### src/rtl/mips_fetch_pkg.sv
// Shared types and constants for the instruction-fetch stage.
// State encoding, PC increment and the reset/NOP instruction word.
package mips_fetch_pkg;

    typedef enum logic [2:0] {
        ST_IDLE  = 3'd0,
        ST_REQ   = 3'd1,
        ST_HOLD  = 3'd2,
        ST_DROP  = 3'd3,
        ST_FAULT = 3'd4
    } fetch_state_e;

    localparam int          PC_INCR   = 4;
    localparam logic [31:0] NOP_INSTR = 32'h0000_0000;

endpackage

### src/rtl/fetch_stage_if.sv
// Instruction-memory request/acknowledge bus.
// The fetch stage is master, the memory is slave.
interface fetch_stage_if #(
    parameter int ADDR_W = 32
);
    logic              IMemReq;
    logic [ADDR_W-1:0] IMemAddr;
    logic              IMemAck;
    logic [31:0]       IMemData;

    modport master (
        output IMemReq,
        output IMemAddr,
        input  IMemAck,
        input  IMemData
    );

    modport slave (
        input  IMemReq,
        input  IMemAddr,
        output IMemAck,
        output IMemData
    );
endinterface

### src/rtl/fetch_timeout_counter.sv
// Counts un-acknowledged request cycles; tc flags TIMEOUT-1 reached.
// Saturates at the terminal count so it never wraps.
module fetch_timeout_counter #(
    parameter int TIMEOUT = 255
) (
    input  logic clk,
    input  logic rst_n,
    input  logic clr,
    input  logic en,
    output logic tc
);
    localparam int W = (TIMEOUT > 2) ? $clog2(TIMEOUT) : 1;

    logic [W-1:0] cnt;

    assign tc = (cnt == W'(TIMEOUT - 1));

    always_ff @(posedge clk or negedge rst_n) begin
        if (!rst_n) begin
            cnt <= '0;
        end else if (clr) begin
            cnt <= '0;
        end else if (en && !tc) begin
            cnt <= cnt + 1'b1;
        end
    end
endmodule

### src/rtl/fetch_stage.sv
// Instruction fetch: PC -> imem req/ack -> IF/ID holding register.
// Flush discards in-flight or held work; a memory timeout is sticky.
module fetch_stage
    import mips_fetch_pkg::*;
#(
    parameter int TIMEOUT = 255,
    parameter int ADDR_W  = 32
) (
    input  logic              Clk,
    input  logic              Reset,
    input  logic [ADDR_W-1:0] PC,
    output logic              PCWrite,
    fetch_stage_if.master     imem,
    input  logic              Flush,
    input  logic              IdReady,
    output logic              InstrValid,
    output logic [31:0]       Instr,
    output logic [ADDR_W-1:0] PCPlus4,
    output logic              FetchErr
);
    fetch_state_e      state;
    fetch_state_e      state_n;
    logic [ADDR_W-1:0] addr;
    logic              ack;
    logic              tc;
    logic              busy;
    logic              cnt_clr;
    logic              cnt_en;
    logic              load_addr;

    assign ack  = imem.IMemAck;
    assign busy = (state == ST_REQ) || (state == ST_DROP);

    // Counter restarts whenever a request phase (REQ or DROP) is entered.
    assign cnt_clr   = (state_n != state) &&
                       ((state_n == ST_REQ) || (state_n == ST_DROP));
    assign cnt_en    = busy && !ack;
    assign load_addr = (state_n == ST_REQ) && (state != ST_REQ);

    fetch_timeout_counter #(
        .TIMEOUT (TIMEOUT)
    ) u_tmo (
        .clk   (Clk),
        .rst_n (Reset),
        .clr   (cnt_clr),
        .en    (cnt_en),
        .tc    (tc)
    );

    always_ff @(posedge Clk or negedge Reset) begin
        if (!Reset) begin
            state <= ST_IDLE;
        end else begin
            state <= state_n;
        end
    end

    always_comb begin
        state_n = state;
        unique case (state)
            ST_IDLE: begin
                if (!Flush) state_n = ST_REQ;
            end
            ST_REQ: begin
                if (Flush)    state_n = ack ? ST_IDLE : ST_DROP;
                else if (ack) state_n = ST_HOLD;
                else if (tc)  state_n = ST_FAULT;
            end
            ST_DROP: begin
                if (ack)     state_n = ST_IDLE;
                else if (tc) state_n = ST_FAULT;
            end
            ST_HOLD: begin
                if (Flush)        state_n = ST_IDLE;
                else if (IdReady) state_n = ST_REQ;
            end
            ST_FAULT: state_n = ST_FAULT;
            default:  state_n = ST_IDLE;
        endcase
    end

    always_comb begin
        imem.IMemReq = busy;
        PCWrite      = (state == ST_REQ) && ack && !Flush;
        InstrValid   = (state == ST_HOLD);
        FetchErr     = (state == ST_FAULT);
    end

    always_ff @(posedge Clk or negedge Reset) begin
        if (!Reset) begin
            addr    <= '0;
            Instr   <= NOP_INSTR;
            PCPlus4 <= '0;
        end else begin
            if (load_addr) addr <= PC;
            if (PCWrite) begin
                Instr   <= imem.IMemData;
                PCPlus4 <= addr + ADDR_W'(PC_INCR);
            end
        end
    end

    assign imem.IMemAddr = addr;
endmodule

### src/flat_wrapper.sv
// flat-port wrapper written by rule: the top's interface ports become plain ports
module fetch_stage_flat import mips_fetch_pkg::*;
#(
    parameter int TIMEOUT = 255,
    parameter int ADDR_W  = 32
)
  (Clk, Reset, PC, PCWrite, Flush, IdReady, InstrValid, Instr, PCPlus4, FetchErr, imem_IMemReq, imem_IMemAddr, imem_IMemAck, imem_IMemData);
  fetch_stage_if #(.ADDR_W(ADDR_W)) imem_i ();
  input  logic Clk;
  input  logic Reset;
  input  logic [ADDR_W-1:0] PC;
  output logic PCWrite;
  input  logic Flush;
  input  logic IdReady;
  output logic InstrValid;
  output logic [31:0] Instr;
  output logic [ADDR_W-1:0] PCPlus4;
  output logic FetchErr;
  output wire logic [$bits(imem_i.IMemReq)-1:0] imem_IMemReq;
  output wire logic [$bits(imem_i.IMemAddr)-1:0] imem_IMemAddr;
  input wire logic [$bits(imem_i.IMemAck)-1:0] imem_IMemAck;
  input wire logic [$bits(imem_i.IMemData)-1:0] imem_IMemData;
  assign imem_IMemReq = imem_i.IMemReq;
  assign imem_IMemAddr = imem_i.IMemAddr;
  assign imem_i.IMemAck = imem_IMemAck;
  assign imem_i.IMemData = imem_IMemData;
  fetch_stage #(.TIMEOUT(TIMEOUT), .ADDR_W(ADDR_W)) u_core (.Clk(Clk), .Reset(Reset), .PC(PC), .PCWrite(PCWrite), .imem(imem_i), .Flush(Flush), .IdReady(IdReady), .InstrValid(InstrValid), .Instr(Instr), .PCPlus4(PCPlus4), .FetchErr(FetchErr));
endmodule
### config.mk
export PLATFORM = sky130hd
export DESIGN_NAME = fetch_stage_flat
export DESIGN_NICKNAME = d
export VERILOG_FILES = /design/src/rtl/mips_fetch_pkg.sv /design/src/rtl/fetch_stage_if.sv /design/src/rtl/fetch_timeout_counter.sv /design/src/rtl/fetch_stage.sv /design/src/flat_wrapper.sv
export SDC_FILE = /design/constraint.sdc
export NUM_CORES = 1
export LEC_CHECK = 0
export BUFFER_PORTS_ARGS = -buffer_cell sky130_fd_sc_hd__buf_2
export CAP_MARGIN = 40
export CELL_PAD_IN_SITES_DETAIL_PLACEMENT = 1
export CELL_PAD_IN_SITES_GLOBAL_PLACEMENT = 1
export CORE_ASPECT_RATIO = 0.75
export CORE_UTILIZATION = 38
export CTS_BUF_LIST = sky130_fd_sc_hd__clkbuf_8 sky130_fd_sc_hd__clkbuf_16
export DETAILED_ROUTE_END_ITERATION = 10
export MAX_ROUTING_LAYER = met4
export PLACE_DENSITY_LB_ADDON = 0.1
export SLEW_MARGIN = 20
export SYNTH_ARGS = -nofsm -noshare
export SYNTH_HDL_FRONTEND = slang
export SYNTH_SLANG_ARGS = --single-unit
### constraint.sdc
create_clock -name Clk -period 2.3 [get_ports Clk]
set_input_delay 0.575 -clock Clk [delete_from_list [all_inputs] [get_ports Clk]]
set_output_delay 0.575 -clock Clk [all_outputs]
set_load 0.005 [all_outputs]
==> results.py, run 1 <==
metrics = {
    "outcome": {
        "status": "complete, no violations",
    },
    "setup_path": {
        "cp_slowest_cell": "dfrtp_1",
        "path_cells": "nor2b_1, and3_4, buf_2",
        "path_delay_family": "simple AND/OR/NAND/NOR gates",
        "arrival_ns": 1.52,
        "rr_worst_depth": 6,
        "crit_buf_inv": 1,
        "max_stage_delay_ns": 0.45,
        "cp-start-kind": "register",
        "crit_fanout": 13,
        "worstPathRequired_ns": 1.73,
        "worst_setup_path_end_kind": "output pin",
        "critical_path_class": "register to output pin",
        "worstSetupPathDepth": 3,
    },
    "power": {
        "ir_drop_v": 0.000524,
        "totalPowerFinal_w": 0.00734,
        "switching_share": 0.323,
        "intPower_w": 0.00497,
        "power_frac_seq": 0.455,
        "p_sw_w": 0.00237,
        "p_leak_nw": 2.80,
        "p_comb_frac": 0.323,
        "power.density_nw_per_um2": 1210,
        "clock_power_share": 0.222,
    },
    "final_layout": {
        "n_antenna_cell": 0,
        "syn2layout_area_growth_pct": 30.6,
        "nets": 618,
        "final_cells": 713,
        "layout-drive-gt1-share": 0.483,
    },
    "global_route": {
        "grt_pass1_vias": 3716,
        "grt_antenna_before_repair": 0,
        "grt_pass1_wl_um": 18800,
        "overflow": 0,
        "grtUsageTotal": 0.197,
        "grt_max_degree": 61,
    },
    "die": {
        "design.core.area_um2": 11700,
        "rows": 34,
        "die_h_um": 97.8,
        "ios": 169,
        "dieArea_um2": 12700,
        "chipWidth_um": 130,
        "start_util": 0.396,
    },
    "clock_tree": {
        "numCtsBuffers": 9,
        "cts_resized": 0,
        "cts_root_buffer": "clkbuf_16",
        "clk_pin_slew_ns": 0.07,
        "clock_latency_ns": 0.34,
        "post_cts_buffers": 0,
        "htreeDepth": 3,
        "tritoncts": "done",
        "cts.sinks": 107,
        "hold_buffers": 0,
        "clock_path_buffers": 2,
    },
    "worst_hold_path": {
        "hold_path.class": "input pin to async pin",
    },
    "yosys": {
        "muxShareOfSynthArea": 0.165,
        "synthAdderAreaFrac": 0.00808,
        "ys_types": 34,
        "synth_xor_area_frac": 0.0679,
        "synth.avg_cell_area_um2": 12.5,
        "synth-compound-area-share": 0.0450,
        "netlist_area_um2": 4650,
        "yosysSeqAreaShare": 0.576,
        "synthSimpleGateAreaFrac": 0.119,
        "ys_seq_elements": 107,
        "yosysWarnings": 0,
        "synth_fp_nets": 445,
        "syn_inst": 373,
        "synth_top_family_by_area": "multiplexers",
    },
    "placed_design": {
        "placed_cells": 697,
        "place_congestion": 0.725,
        "numPortBuffers": 168,
        "hpwl_um": 8480,
    },
    "sta": {
        "fmax_mhz": 478,
        "rsz0062_at_grt": "no",
        "slew-limit-headroom": 0.628,
        "drv_slew": 0,
        "min_period_ns": 2.09,
        "hold_viol": 0,
        "finalSetupTns_ns": 0,
        "skew_ns": 0.00545,
        "fin_crit_sh": 0.910,
        "setup_viol": 0,
        "tightest_slew_ns": 0.553,
    },
    "detailed_routing": {
        "wl_um": 11400,
        "drt_iter0_drc": 112,
        "vias": 3499,
        "ant_nets": 0,
        "post_drt_wl_per_cell_um": 16.0,
        "via_per_inst": 4.91,
        "drtPass1Iterations": 4,
        "drc_errors": 0,
    },
    "flow_run": {
        "drv_cap": 0,
    },
}
-- layer usage --
metal | GRT usage | vias up | wire length, um
li1 | - | 1649 | -
met1 | 0.266 | 1733 | 5430
met2 | 0.298 | 108 | 5200
met3 | 0.0515 | 9 | 706
met4 | 0.0456 | 0 | 95
met5 | - | - | 0
-- power by group through the flow --
stage	Sequential, W	Combinational [W]	Clock, W
after global routing	0.00346	0.00265	0.00175
after floorplan	0.00333	0.00114	0
after CTS	0.00335	0.00243	0.00168
final	0.00334	0.00237	0.00163
after global placement	0.00331	0.00234	0
after detailed placement	0.00338	0.00242	0
-- per-stage QoR --
step,area (um^2),util,setup WS [ns],hold slack [ns]
floorplan,4650,-,0.336,0.279
global placement,5750,0.489,0.327,0.485
detailed placement,5750,0.489,0.265,0.491
CTS,6070,0.517,0.185,0.133
global route,6070,0.517,0.109,0.146
finish,6070,0.517,0.207,0.140
-- cells in the mapped netlist, drive strengths merged --
| library cell | number | area share |
|---|---|---|
| xor2 | 24 | 0.045 |
| nand3 | 16 | 0.018 |
| a41oi | 1 | 0.0059 |
| o21bai | 1 | 0.0016 |
| buf | 14 | 0.015 |
| mux2i | 1 | 0.0022 |
| nor2b | 1 | 0.0013 |
| o31ai | 1 | 0.0016 |
| xnor2 | 12 | 0.023 |
| mux2 | 67 | 0.16 |
| nor3 | 4 | 0.0067 |
| nor2 | 42 | 0.034 |
| o21ai | 2 | 0.0030 |
| and4 | 3 | 0.0057 |
| ha | 3 | 0.0081 |
| or3b | 1 | 0.0019 |
| a21oi | 29 | 0.031 |
| nor3b | 2 | 0.0043 |
| and3 | 7 | 0.0094 |
| nand2 | 12 | 0.0097 |
| nor4 | 5 | 0.011 |
| nand2b | 1 | 0.0013 |
| a211oi | 1 | 0.0016 |
| inv | 6 | 0.0048 |
| dfrtp | 107 | 0.58 |
| nand4 | 10 | 0.015 |
-- layout by cell type (no fill, tap or decap), types with 6 or more instances in the layout --
cell	n
nand2_1	12
nor2_1	42
a21oi_1	29
and3_1	6
nand3_1	15
mux2_2	67
buf_2	167
xnor2_1	12
clkbuf_16	9
dfrtp_1	107
nand4_1	9
inv_1	8
xor2_1	24
-- cell type report --
class | instances | area [um^2]
Fill cell | 1330 | 5670
Sequential cell | 107 | 2680
Multi-Input combinational cell | 246 | 1890
Timing Repair Buffer | 176 | 953
Clock buffer | 10 | 239
Tap cell | 162 | 203
Clock inverter | 6 | 81.3
Inverter | 6 | 22.5
-- worst paths after layout --
kind / startpoint / endpoint / slack [ns]
setup / recovery: u_core.state[0] / PCWrite / 0.21
hold reg to reg: u_core.Instr[7] / u_core.Instr[7] / 0.50
min in group Clk: imem_IMemData[7] / u_core.Instr[7] / 0.46
max in group asynchronous: Reset / u_core.u_tmo.cnt[2] / 1.51
setup reg to reg: u_core.imem.IMemAddr[2] / u_core.PCPlus4[22] / 0.33
hold / removal: Reset / u_core.imem.IMemAddr[23] / 0.14
-- sequential cells by signal, summed over array words and instances (netlist names) --
signal	cells
u_core.Instr	32
u_core.PCPlus4	32
u_core.imem.IMemAddr	32
u_core.u_tmo.cnt	8
u_core.state	3
-- cells by family after synthesis --
family                   after synthesis
XOR/XNOR                              36
buffers and inverters                 20
adder cells (fa/ha/maj)                3
multiplexers                          68
AO/OA/AOI/OAI                         35
flip-flops                           107
AND/OR/NAND/NOR                      104
(Power assumes the default switching activity.)
==> inputs of run 2 (changes only) <==
--- a/config.mk
+++ b/config.mk
@@ -19,3 +19,4 @@
 export SYNTH_ARGS = -nofsm -noshare
 export SYNTH_HDL_FRONTEND = slang
+export SYNTH_HIERARCHICAL = 1
 export SYNTH_SLANG_ARGS = --single-unit
==> constraint.sdc (replaced) <==
create_clock -name Clk -period 2.3 [get_ports Clk]
set_input_delay 0.575 -clock Clk [delete_from_list [all_inputs] [get_ports Clk]]
set_output_delay 0.575 -clock Clk [all_outputs]
set_load 0.05 [all_outputs]
==> results.py, run 2 <==
metrics = {
    "die": {
        "design.core.area_um2": 12300,
        "start_util": 0.390,
        "rows": 35,
        "dieArea_um2": 13100,
        "ios": 169,
        "die_h_um": 99.3,
        "chipWidth_um": 132,
    },
    "power": {
        "ir_drop_v": 0.000750,
        "p_leak_nw": 2.83,
        "totalPowerFinal_w": 0.0103,
        "power.density_nw_per_um2": 1660,
    },
    "yosys": {
        "yosysSeqAreaShare": 0.559,
        "yosysMostFrequentCell": "dfrtp_1",
        "ys.flop_type": "dfrtp_1",
        "netlist_area_um2": 4790,
        "synth.avg_cell_area_um2": 12.1,
        "synth_fp_nets": 467,
        "yosys.area.top_type": "dfrtp_1",
        "ys_seq_elements": 107,
        "yosysTopAreaCellShare": 0.559,
        "ys_top_cells_by_area": "dfrtp_1 (56%), mux2_2 (16%), xor2_1 (3.8%), nor2_1 (3.2%), a21oi_1 (3.0%)",
        "async_reset_ff_frac": 1.00,
        "ys_types": 42,
        "syn_inst": 395,
        "netlist_top_cells_count": "dfrtp_1 (107), mux2_2 (68), nor2_1 (41)",
        "yosysWarnings": 6,
        "synth_edf_count": 0,
    },
    "sta": {
        "skew_ns": 0.00593,
        "finalSetupTns_ns": 0,
        "tightest_slew_ns": 0.526,
        "slew-limit-headroom": 0.647,
        "setup_viol": 0,
        "fin_crit_sh": 0.931,
        "hold_viol": 0,
        "drv_slew": 0,
        "setup_ws_ns": 0.159,
        "fmax_mhz": 467,
        "min_period_ns": 2.14,
        "rsz0062_at_grt": "no",
    },
    "detailed_routing": {
        "wl_um": 12300,
        "drtPass1Iterations": 6,
        "drt_iter0_drc": 169,
        "via_per_inst": 4.93,
        "ant_nets": 0,
        "vias": 3650,
        "drc_errors": 0,
        "post_drt_wl_per_cell_um": 16.6,
    },
    "worst_hold_path": {
        "hold_path.class": "input pin to async pin",
    },
    "final_layout": {
        "layout-drive-gt1-share": 0.483,
        "nets": 642,
        "n_antenna_cell": 0,
        "n_fill_cell": 1358,
        "syn2layout_area_growth_pct": 29.1,
        "final_area_um2": 6190,
        "layout_commonest_cell": "buf_2",
        "mostFrequentLayoutCells": "buf_2 (166), dfrtp_1 (107), mux2_2 (68)",
    },
    "outcome": {
        "status": "complete, no violations",
    },
    "clock_tree": {
        "cts.sinks": 107,
        "cts_root_buffer": "clkbuf_16",
        "hold_buffers": 0,
        "clock_latency_ns": 0.35,
        "htreeDepth": 3,
        "numCtsBuffers": 9,
        "clock_path_buffers": 2,
        "tritoncts": "done",
        "clk_pin_slew_ns": 0.07,
    },
    "placed_design": {
        "dpl_cell_area_um2": 5860,
        "place_ws_ns": 0.236,
        "numPortBuffers": 168,
        "place_congestion": 0.746,
        "hpwl_um": 9090,
    },
    "setup_path": {
        "worst_setup_path_end_kind": "output pin",
        "arrival_ns": 1.57,
        "cp_slowest_cell": "dfrtp_1",
        "critical_path_class": "register to output pin",
        "cp-start-kind": "register",
        "path_cells": "nand2b_1, nor4b_4, buf_4",
        "max_stage_delay_ns": 0.42,
        "crit_fanout": 5,
        "crit_buf_inv": 1,
        "reg2reg_to": "u_core/PCPlus4[24]",
        "rr_worst_depth": 6,
        "reg2reg_slack_ns": 0.29,
        "path_delay_family": "simple AND/OR/NAND/NOR gates",
        "reg2reg_from": "u_core/imem.IMemAddr[2]",
        "worstPathRequired_ns": 1.73,
    },
    "global_route": {
        "grt_antenna_before_repair": 0,
        "grt_pass1_wl_um": 20400,
        "grt_pass1_vias": 3868,
        "overflow": 0,
        "grtUsageTotal": 0.207,
        "grt_max_degree": 71,
    },
    "flow_run": {
        "drv_cap": 0,
    },
}
run 2: cell count changes after synthesis, sizes merged, moves of 3 or more:
cell / delta
a21oi: +4
clkbuf: +6
nor3: +3
mux2: +4
nand4: +3
o21ai: +3
nor2b: +3
xnor2: -4
xor2: -3
buf: -5
run 2: kinds of logic (layout without fill, tap and decap cells):
kind of cell,after synthesis,count (layout),share of synthesized area
compound gates,46,46,0.0553
mux,72,72,0.171
simple gates,116,116,0.128
flops,107,107,0.559
fa+ha+maj,3,3,0.00783
buf+inv,22,202,0.0264
xor+xnor,29,29,0.0530
run 2: worst max path at each step:
stage,slack [ns],depth (start not counted),start,to
floorplan,0.07,1,u_core/state[0],FetchErr
global placement,0.29,4,IdReady,u_core/imem.IMemAddr[28]
detailed placement,0.24,6,imem_IMemAck,u_core/u_tmo/cnt[3]
CTS,0.02,3,u_core/state[2],PCWrite
global route,0.08,3,u_core/state[2],PCWrite
finish,0.16,3,u_core/state[2],PCWrite
run 2: per-stage QoR:
step	hold WS (ns)	util	instances
floorplan	0.279	-	395
global placement	0.483	0.477	724
detailed placement	0.491	0.477	724
CTS	0.208	0.502	740
global route	0.228	0.503	741
finish	0.186	0.503	741
run 2: routing by layer:
layer	GRT usage	vias up	wire length, um	part of all wire
met4	0.0581	0	153	0.012
met2	0.311	109	5480	0.44
met1	0.284	1790	6110	0.50
li1	-	1740	-	-
met5	-	-	0	0
met3	0.0443	11	595	0.048
run 2: final cells by class:
class	instances	area [um^2]	area share
Clock buffer	10	239	0.0386
Tap cell	166	208	0.0336
Inverter	7	26.3	0.00425
Sequential cell	107	2680	0.433
Multi-Input combinational cell	266	2010	0.325
Timing Repair Buffer	179	953	0.154
Clock inverter	6	72.6	0.0117
run 2: where the power goes:
| group | switching (W) | internal [W] |
|---|---|---|
| Clock | 0.000717 | 0.000884 |
| Sequential | 0.000682 | 0.00269 |
| Combinational | 0.00392 | 0.00138 |
run 2: what timing repair did:
action	4_1_cts	5_1_grt
pin swaps	0	1
setup endpoints to repair	1	1
setup buffers	0	1
resized for setup	1	0
hold endpoints to repair	0	0
